File: src/rtl/ps2_pkg.sv
// ps2_pkg: shared PS/2 state encoding, command bytes and default timing.
package ps2_pkg;

    typedef enum logic [2:0] {IDLE, RTS, START, DATA, STOP, ACK} tx_state_t;

    localparam logic [7:0] CMD_SET_LED = 8'hED;
    localparam logic [7:0] CMD_ECHO    = 8'hEE;
    localparam logic [7:0] CMD_RESET   = 8'hFF;
    localparam logic [7:0] BREAK_CODE  = 8'hF0;
    localparam logic [7:0] ACK_CODE    = 8'hFA;

    localparam int DEF_INHIBIT_CYCLES = 20000;
    localparam int DEF_TIMEOUT_CYCLES = 2000000;
    localparam int DEF_FILTER_LEN     = 8;

    function automatic logic odd_parity(input logic [7:0] d);
        return ~^d;
    endfunction

endpackage

File: src/rtl/ps2_clk_filter.sv
// ps2_clk_filter: debounces the PS/2 clock line and flags its falling edges.
module ps2_clk_filter
    import ps2_pkg::*;
#(
    parameter int FILTER_LEN = DEF_FILTER_LEN
) (
    input  logic clk,
    input  logic reset,
    input  logic ps2c_in,
    output logic fall_edge
);

    logic [FILTER_LEN-1:0] sr, sr_next;
    logic level, level_next;

    always_comb begin
        sr_next    = {ps2c_in, sr[FILTER_LEN-1:1]};
        level_next = &sr_next ? 1'b1 : ~|sr_next ? 1'b0 : level;
        fall_edge  = level & ~level_next;
    end

    // idle line is high, so start from all ones to avoid a spurious edge
    always_ff @(posedge clk) begin
        if (reset) begin
            sr    <= '1;
            level <= 1'b1;
        end else begin
            sr    <= sr_next;
            level <= level_next;
        end
    end

endmodule

File: src/rtl/ps2_host_tx.sv
// ps2_host_tx: host-to-device PS/2 command transmitter with RTS, parity and ACK check.
module ps2_host_tx
    import ps2_pkg::*;
#(
    parameter int INHIBIT_CYCLES = DEF_INHIBIT_CYCLES,
    parameter int TIMEOUT_CYCLES = DEF_TIMEOUT_CYCLES,
    parameter int FILTER_LEN     = DEF_FILTER_LEN
) (
    input  logic       clk,
    input  logic       reset,
    input  logic       wr_ps2,
    input  logic [7:0] din,
    input  logic       ps2c_in,
    input  logic       ps2d_in,
    output logic       ps2c_drv_low,
    output logic       ps2d_drv_low,
    output logic       tx_idle,
    output logic       tx_done_tick,
    output logic       tx_err_tick
);

    localparam int CW = $clog2((INHIBIT_CYCLES > TIMEOUT_CYCLES ? INHIBIT_CYCLES : TIMEOUT_CYCLES) + 1);

    tx_state_t state, state_next;
    logic [CW-1:0] cnt, cnt_next;
    logic [3:0] bit_cnt, bit_cnt_next;
    logic [8:0] sbuf, sbuf_next;
    logic done_next, err_next, fall_edge, active, timeout;

    ps2_clk_filter #(.FILTER_LEN(FILTER_LEN)) u_filter (
        .clk(clk),
        .reset(reset),
        .ps2c_in(ps2c_in),
        .fall_edge(fall_edge)
    );

    assign active  = state inside {START, DATA, STOP, ACK};
    assign timeout = active && cnt == CW'(TIMEOUT_CYCLES - 1);

    always_comb begin
        state_next   = state;
        cnt_next     = active ? cnt + CW'(1) : cnt;
        bit_cnt_next = bit_cnt;
        sbuf_next    = sbuf;
        done_next    = 1'b0;
        err_next     = 1'b0;
        case (state)
            IDLE:
                if (wr_ps2) begin
                    sbuf_next    = {odd_parity(din), din};
                    bit_cnt_next = '0;
                    cnt_next     = '0;
                    state_next   = RTS;
                end
            RTS: begin
                cnt_next = cnt + CW'(1);
                if (cnt == CW'(INHIBIT_CYCLES - 1)) begin
                    cnt_next   = '0;
                    state_next = START;
                end
            end
            START:
                if (fall_edge) state_next = DATA;
            DATA:
                if (fall_edge) begin
                    sbuf_next    = {1'b1, sbuf[8:1]};
                    bit_cnt_next = bit_cnt + 4'd1;
                    if (bit_cnt == 4'd8) state_next = STOP;
                end
            STOP:
                if (fall_edge) state_next = ACK;
            ACK:
                if (fall_edge) begin
                    done_next  = ~ps2d_in;
                    err_next   = ps2d_in;
                    state_next = IDLE;
                end
            default: state_next = IDLE;
        endcase
        // a stalled device aborts the frame regardless of progress
        if (timeout) begin
            state_next = IDLE;
            done_next  = 1'b0;
            err_next   = 1'b1;
        end
    end

    always_ff @(posedge clk) begin
        if (reset) begin
            state        <= IDLE;
            cnt          <= '0;
            bit_cnt      <= '0;
            sbuf         <= '0;
            tx_done_tick <= 1'b0;
            tx_err_tick  <= 1'b0;
        end else begin
            state        <= state_next;
            cnt          <= cnt_next;
            bit_cnt      <= bit_cnt_next;
            sbuf         <= sbuf_next;
            tx_done_tick <= done_next;
            tx_err_tick  <= err_next;
        end
    end

    always_comb begin
        tx_idle      = state == IDLE;
        ps2c_drv_low = state == RTS;
        ps2d_drv_low = (state == RTS && cnt == CW'(INHIBIT_CYCLES - 1)) || state == START || (state == DATA && !sbuf[0]);
    end

endmodule

File: config.mk
export PLATFORM = sky130hd
export DESIGN_NAME = ps2_host_tx
export DESIGN_NICKNAME = d
export VERILOG_FILES = /design/src/rtl/ps2_pkg.sv /design/src/rtl/ps2_clk_filter.sv /design/src/rtl/ps2_host_tx.sv
export SDC_FILE = /design/constraint.sdc
export NUM_CORES = 1
export LEC_CHECK = 0
export ABC_AREA = 1
export ABC_CLOCK_PERIOD_IN_PS = 1900
export CORE_MARGIN = 2
export CORE_UTILIZATION = 55
export DETAILED_ROUTE_END_ITERATION = 6
export MAX_ROUTING_LAYER = met4
export PLACE_DENSITY = 0.81
export REMOVE_ABC_BUFFERS = 1
export SYNTH_ARGS = -nofsm -noshare
export SYNTH_HDL_FRONTEND = slang
export SYNTH_HIERARCHICAL = 1
export SYNTH_SLANG_ARGS = --single-unit
export TNS_END_PERCENT = 30
File: constraint.sdc
create_clock -name clk -period 1.9 [get_ports clk]
set_input_delay 0.19 -clock clk [delete_from_list [all_inputs] [get_ports clk]]
set_output_delay 0.19 -clock clk [all_outputs]
set_load 0.02 [all_outputs]
## Word level (Yosys, flattened, before mapping)

Cells that the tools add are included.
W data, S select, Z words.

| word-level totals | value |
|---|---|
| register bits | 48 |
| input bits | 13 |
| output and inout bits | 5 |
| logic and storage cells | 69 |

| cells by class | value |
|---|---|
| add/sub/neg operators | 2 |
| eq/ne operators | 15 |
| mux-type cells | 23 |
| bitwise gates (word level) | 5 |
| reductions and logical operators | 16 |

Operators with widths:

| cell | count |
|---|---|
| $mux W21 | 3 |
| $pmux W21 S2 | 1 |
| $add A21 B1 Y21 const B | 1 |
| $eq A21 B15 Y1 const B | 1 |
| $eq A21 B21 Y1 const B | 1 |
| $mux W3 | 7 |
| $mux W9 | 2 |
| $pmux W3 S6 | 1 |
| $pmux W9 S2 | 1 |
| $ne A2 B2 Y1 const B | 5 |
| $mux W4 | 2 |
| $pmux W4 S2 | 1 |
| $reduce_and A8 Y1 | 1 |
| $reduce_or A8 Y1 | 1 |
| $reduce_xnor A8 Y1 | 1 |
| $reduce_and A7 Y1 | 1 |
| $eq A3 B2 Y1 const B | 2 |
| $eq A3 B3 Y1 const B | 2 |
| $mux W1 | 5 |
| $add A4 B1 Y4 const B | 1 |
| $eq A4 B4 Y1 const B | 1 |
| $ne A2 B1 Y1 const B | 2 |
| $not A1 Y1 | 4 |
| $reduce_bool A4 Y1 | 1 |
| 10 further kinds | 13 |

## Depth between registers and ports, before layout

| depth | value |
|---|---|
| word-level depth | 8 |
| gate-level depth with buffers | 12 |
| gate-level depth less buffers | 12 |

## Hierarchy

The synthesis kept the hierarchy.

Modules (own cells, without submodules):

| module | times used | cells an instance | area an instance (µm²) | seq. area each (µm²) |
|---|---|---|---|---|
| ps2_host_tx | 1 | 434 | 2,608.8 | 780.7 |
| ps2_clk_filter | 1 | 34 | 279.0 | 160.2 |

## Worst setup path before layout

No wires, ideal clock.

| path | value |
|---|---|
| path kind | register to output |
| start point | register state[0] |
| end point | output port ps2d_drv_low |
| arrival | 1,365 ps |
| required time | 1,710 ps |
| setup slack | 345 ps |
| stages on the path, launching flop included | 6 |
| path buffers | 1 |
| cells stage by stage | dfxtp_1 -> inv_1 -> nor3_1 -> buf_4 -> inv_2 -> o221ai_1 |

| between the ends | value |
|---|---|
| longest elaborated chain between the ends | 4 |
| elaborated cells between the ends (all ways) | 7 |
| classes of those cells | eq/ne (3); reduce/logical (4) |

Ends and longest elaborated chain:

| element | RTL line | text |
|---|---|---|
| from (decl) | ps2_host_tx.sv:24 | `tx_state_t state, state_next;` |
| from (signal assigned) | ps2_host_tx.sv:97 | `state <= state_next;` |
| $eq A3 B1 Y1 | n/a |  |
| via ps2c_drv_low | ps2_host_tx.sv:15 | `output logic ps2c_drv_low,` |
| $logic_and A1 B1 Y1 | ps2_host_tx.sv:109 | `ps2d_drv_low = (state == RTS && cnt == CW'(INHIBIT_CYCLES - 1)) \|\| state == START \|\| (state == DATA && !sbuf[0 ...` |
| $logic_or A1 B1 Y1 (2 in a row) | ps2_host_tx.sv:109 |  |
| to (decl) | ps2_host_tx.sv:16 | `output logic ps2d_drv_low,` |

The timed path passes the listed nets, and every way through them passes these cells.

## Final worst setup path

| path | value |
|---|---|
| start point | register cnt[1] |
| end point | output port ps2d_drv_low |

| between the ends | value |
|---|---|
| longest elaborated chain between the ends | 4 |

Ends and longest elaborated chain:

| element | RTL line | text |
|---|---|---|
| from (decl) | ps2_host_tx.sv:25 | `logic [CW-1:0] cnt, cnt_next;` |
| from (signal assigned) | ps2_host_tx.sv:98 | `cnt <= cnt_next;` |
| $eq A21 B15 Y1 | ps2_host_tx.sv:109 |  |
| $logic_and A1 B1 Y1 | ps2_host_tx.sv:109 |  |
| $logic_or A1 B1 Y1 (2 in a row) | ps2_host_tx.sv:109 |  |

No other way between the ends.

==> reports/qor.yml <==
outcome:
  status: "finished, final reports clean"
global_route:
  grt_pass1_vias: 2833
  first_pass_grt_wire_length_um: 12190
  grt_max_degree: 27
  grt_usage: 0.2576
  grt_overflow: 0
  grt_antenna_before_repair: 0
die:
  std_cell_rows: 26
  floorplan.die_area_um2: 5846
  design.portCount: 18
  chipHeight_um: 76.46
  core_area_um2: 5075
  initial_utilization: 0.5690
  die_width_um: 76.46
cells_and_area:
  layout.nets: 529
  filler_cell_count: 467
  layout-area-overhead-vs-synth_pct: 19.84
  antenna_cells: 0
  layout-drive-gt1-share: 0.1206
  final_cell_count_no_fill: 584
placement:
  portBuffers: 17
  place.detailed.hpwl_um: 5299
  routabilityCongestion: 1.004
  post-place-cells: 576
drt:
  wirelength_um: 7134
  vias: 3097
  initialDrtViolationCount: 289
  detail_route.drc_violations: 0
  avgViaCountPerCell: 5.303
  final_antenna_net_count: 0
  detail_route.wl_per_cell_um: 12.22
  detail_route.first_pass.iterations: 5
timing:
  rsz0062_at_grt: "false"
  finalWorstPathRequiredPeriod_ns: 1.792
  final_max_slew_viol_count: 0
  slew_headroom: 0.6643
  final_hold_viol_count: 0
  finalCritPeriodShare: 0.9432
  fmaxAchievable_mhz: 558.0
  worstMarginPinSlew_ns: 0.5030
  timing.clock.skew_ns: 0.003771
  setup-violations-final: 0
yosys:
  yosys_register_bits: 47
  async_reset_ff_frac: 0
  ys_seq_area_frac: 0.3258
  syn_area_per_cell_um2: 6.170
  synth-warning-count: 6
  syn-instance-count: 468
  dominantRegCellSynth: "dfxtp_1"
  synth_edf_count: 0
  synth.lib_cells_used.distinct: 33
  syn-cell-area_um2: 2888
power_and_ir_drop:
  power_mw: 4.844
  peakVddDrop_mv: 1.326
  static-leakage-power_nw: 1.508
  power_density_nw_per_um2: 1400
clock_network:
  tritoncts.num_buffers: 5
  postCtsSetupRepairBufs: 0
  cts_tree: "built"
  ctsLongestPathBuffers: 2
  cts.sinks: 47
  cts_max_level: 2
  cts-root-buf: "clkbuf_8"
  cts.repair.resized: 7
  holdBufCountCts: 0
  clk_pin_slew_worst_paths_ns: 0.09
  clk-insertion-delay-late_ns: 0.30
worst_setup_path:
  worstPathArrival_ns: 1.60
  reg2reg_setup_slack_ns: 0.14
  critPathCapture: "ps2d_drv_low"
  critical_path.reg2reg.endpoint: "cnt[0]"
  worst-path-stages: 6
  criticalPathCategory: "register to output port"
  critical_path_required_ns: 1.71
  critical_path.slowest_cell: "dfxtp_1"
  critical_path.cell_chain: "ha_1 > nand2_1 > nor2_2 > nand3_1 > o221ai_1 > buf_4"
  max_stage_delay_ns: 0.34
  largest_fanout_on_the_critical_path: 2
  critical-path-top-delay-family: "simple AND/OR/NAND/NOR gates"
  rr_worst_depth: 8
  count_of_buffer_and_inverter_cells_on_the_critical_path: 1
  worst_r2r_startpoint: "state[1]"
  worst_setup_path_startpoint: "cnt[1]"
  crit_path_end_kind: "output port"
  crit_path_start_kind: "register"
job:
  timing.max_cap.violations: 0
min_path:
  hold_path_class: "register to register"
## kinds of logic (layout without fill, tap and decap cells)
| logic type | count (synthesis) | count (layout) | synth area share |
|---|---|---|---|
| AO/OA/AOI/OAI | 76 | 76 | 0.1430 |
| buffers and inverters | 72 | 118 | 0.09922 |
| flip-flops | 47 | 47 | 0.3258 |
| AND/OR/NAND/NOR | 257 | 257 | 0.3796 |
| XOR/XNOR | 13 | 13 | 0.03943 |
| adder cells (fa/ha/maj) | 3 | 3 | 0.01300 |
## stage by stage
stage	hold WS, ns	area [um^2]	setup TNS [ns]	utilization	setup WS, ns
after floorplan	0.2591	2830	-3.861	-	-0.3278
after global placement	0.4360	3341	0	0.6583	0.02945
after detailed placement	0.4418	3341	-0.03740	0.6583	-0.03727
after CTS	0.4543	3462	0	0.6822	0.03075
after global routing	0.4748	3461	0	0.6820	0.005379
final	0.4540	3461	0	0.6820	0.1079
## how the worst min path moves through the flow
stage | from | to | slack (ns) | depth (start not counted)
after global routing | ps2d_in | tx_done_tick | 0.47 | 2
after floorplan | reset | cnt[10] | 0.26 | 1
after CTS | sbuf[7] | sbuf[7] | 0.45 | 2
after global placement | sbuf[7] | sbuf[7] | 0.44 | 2
after detailed placement | sbuf[7] | sbuf[7] | 0.44 | 2
final | sbuf[6] | sbuf[6] | 0.45 | 2
## layout by cell type (no fill, tap or decap), drive strengths merged
cell type / n
clkdlybuf4s50: 14
o21ai: 35
nand3: 31
nand2: 141
ha: 3
nand4: 6
nor3: 7
dlygate4sd2: 2
o21bai: 2
a22oi: 2
bufinv: 1
nor3b: 1
clkinv: 1
xnor2: 6
clkbuf: 6
or2: 10
buf: 33
dfxtp: 47
o221ai: 1
a21oi: 33
a31oi: 3
inv: 61
nand3b: 2
nor2: 58
xor2: 7
and2: 1
## power by group
group | leakage [nW] | total [mW] | internal, mW | switching (mW)
clock network | 0.0612 | 0.772 | 0.426 | 0.346
logic | 1.06 | 2.72 | 1.03 | 1.69
registers | 0.384 | 1.35 | 1.22 | 0.129
total | 1.51 | 4.84 | 2.67 | 2.17
## registers in the layout, indices dropped and copies added (netlist names)
name,count
tx_done_tick,1
bit_cnt,4
sbuf,9
u_filter/level,1
state,3
u_filter/sr,7
tx_err_tick,1
cnt,21
## synthesized netlist by cell type (all sizes together) (3+ instances only)
cell type,instances,area share
inv,61,0.079
o21ai,35,0.065
nor3,7,0.012
or2,10,0.022
nand3,31,0.054
xnor2,6,0.018
xor2,7,0.021
clkbuf,5,0.0065
nand2,141,0.19
a31oi,3,0.0065
nor2,58,0.079
a21oi,33,0.058
ha,3,0.013
nand4,6,0.013
buf,6,0.013
dfxtp,47,0.33
## layout make-up
| class | instances | area [um^2] | area share |
|---|---|---|---|
| clock inverter | 2 | 35.03 | 0.01012 |
| inverter | 61 | 229.0 | 0.06616 |
| multi-input combinational | 349 | 1668 | 0.4819 |
| sequential | 47 | 940.9 | 0.2719 |
| timing repair buffer | 49 | 417.9 | 0.1208 |
| clock buffer | 6 | 82.58 | 0.02386 |
| tap | 70 | 87.58 | 0.02531 |
## per-layer routing
metal / track usage / up-vias / share of wire / wire length [um]
li1: - / 1570 / - / -
met1: 0.3119 / 1408 / 0.44 / 3125
met2: 0.4319 / 100 / 0.49 / 3483
met3: 0.03910 / 19 / 0.050 / 356
met4: 0.1018 / 0 / 0.024 / 168
met5: - / - / 0 / 0
## tightest hold or removal path, stage by stage, from the launching register on
cell and delay [ns]:
dfxtp_1 0.31, inv_1 0.06, a21oi_1 0.05
No activity file was read; power rests on OpenSTA's default activity.
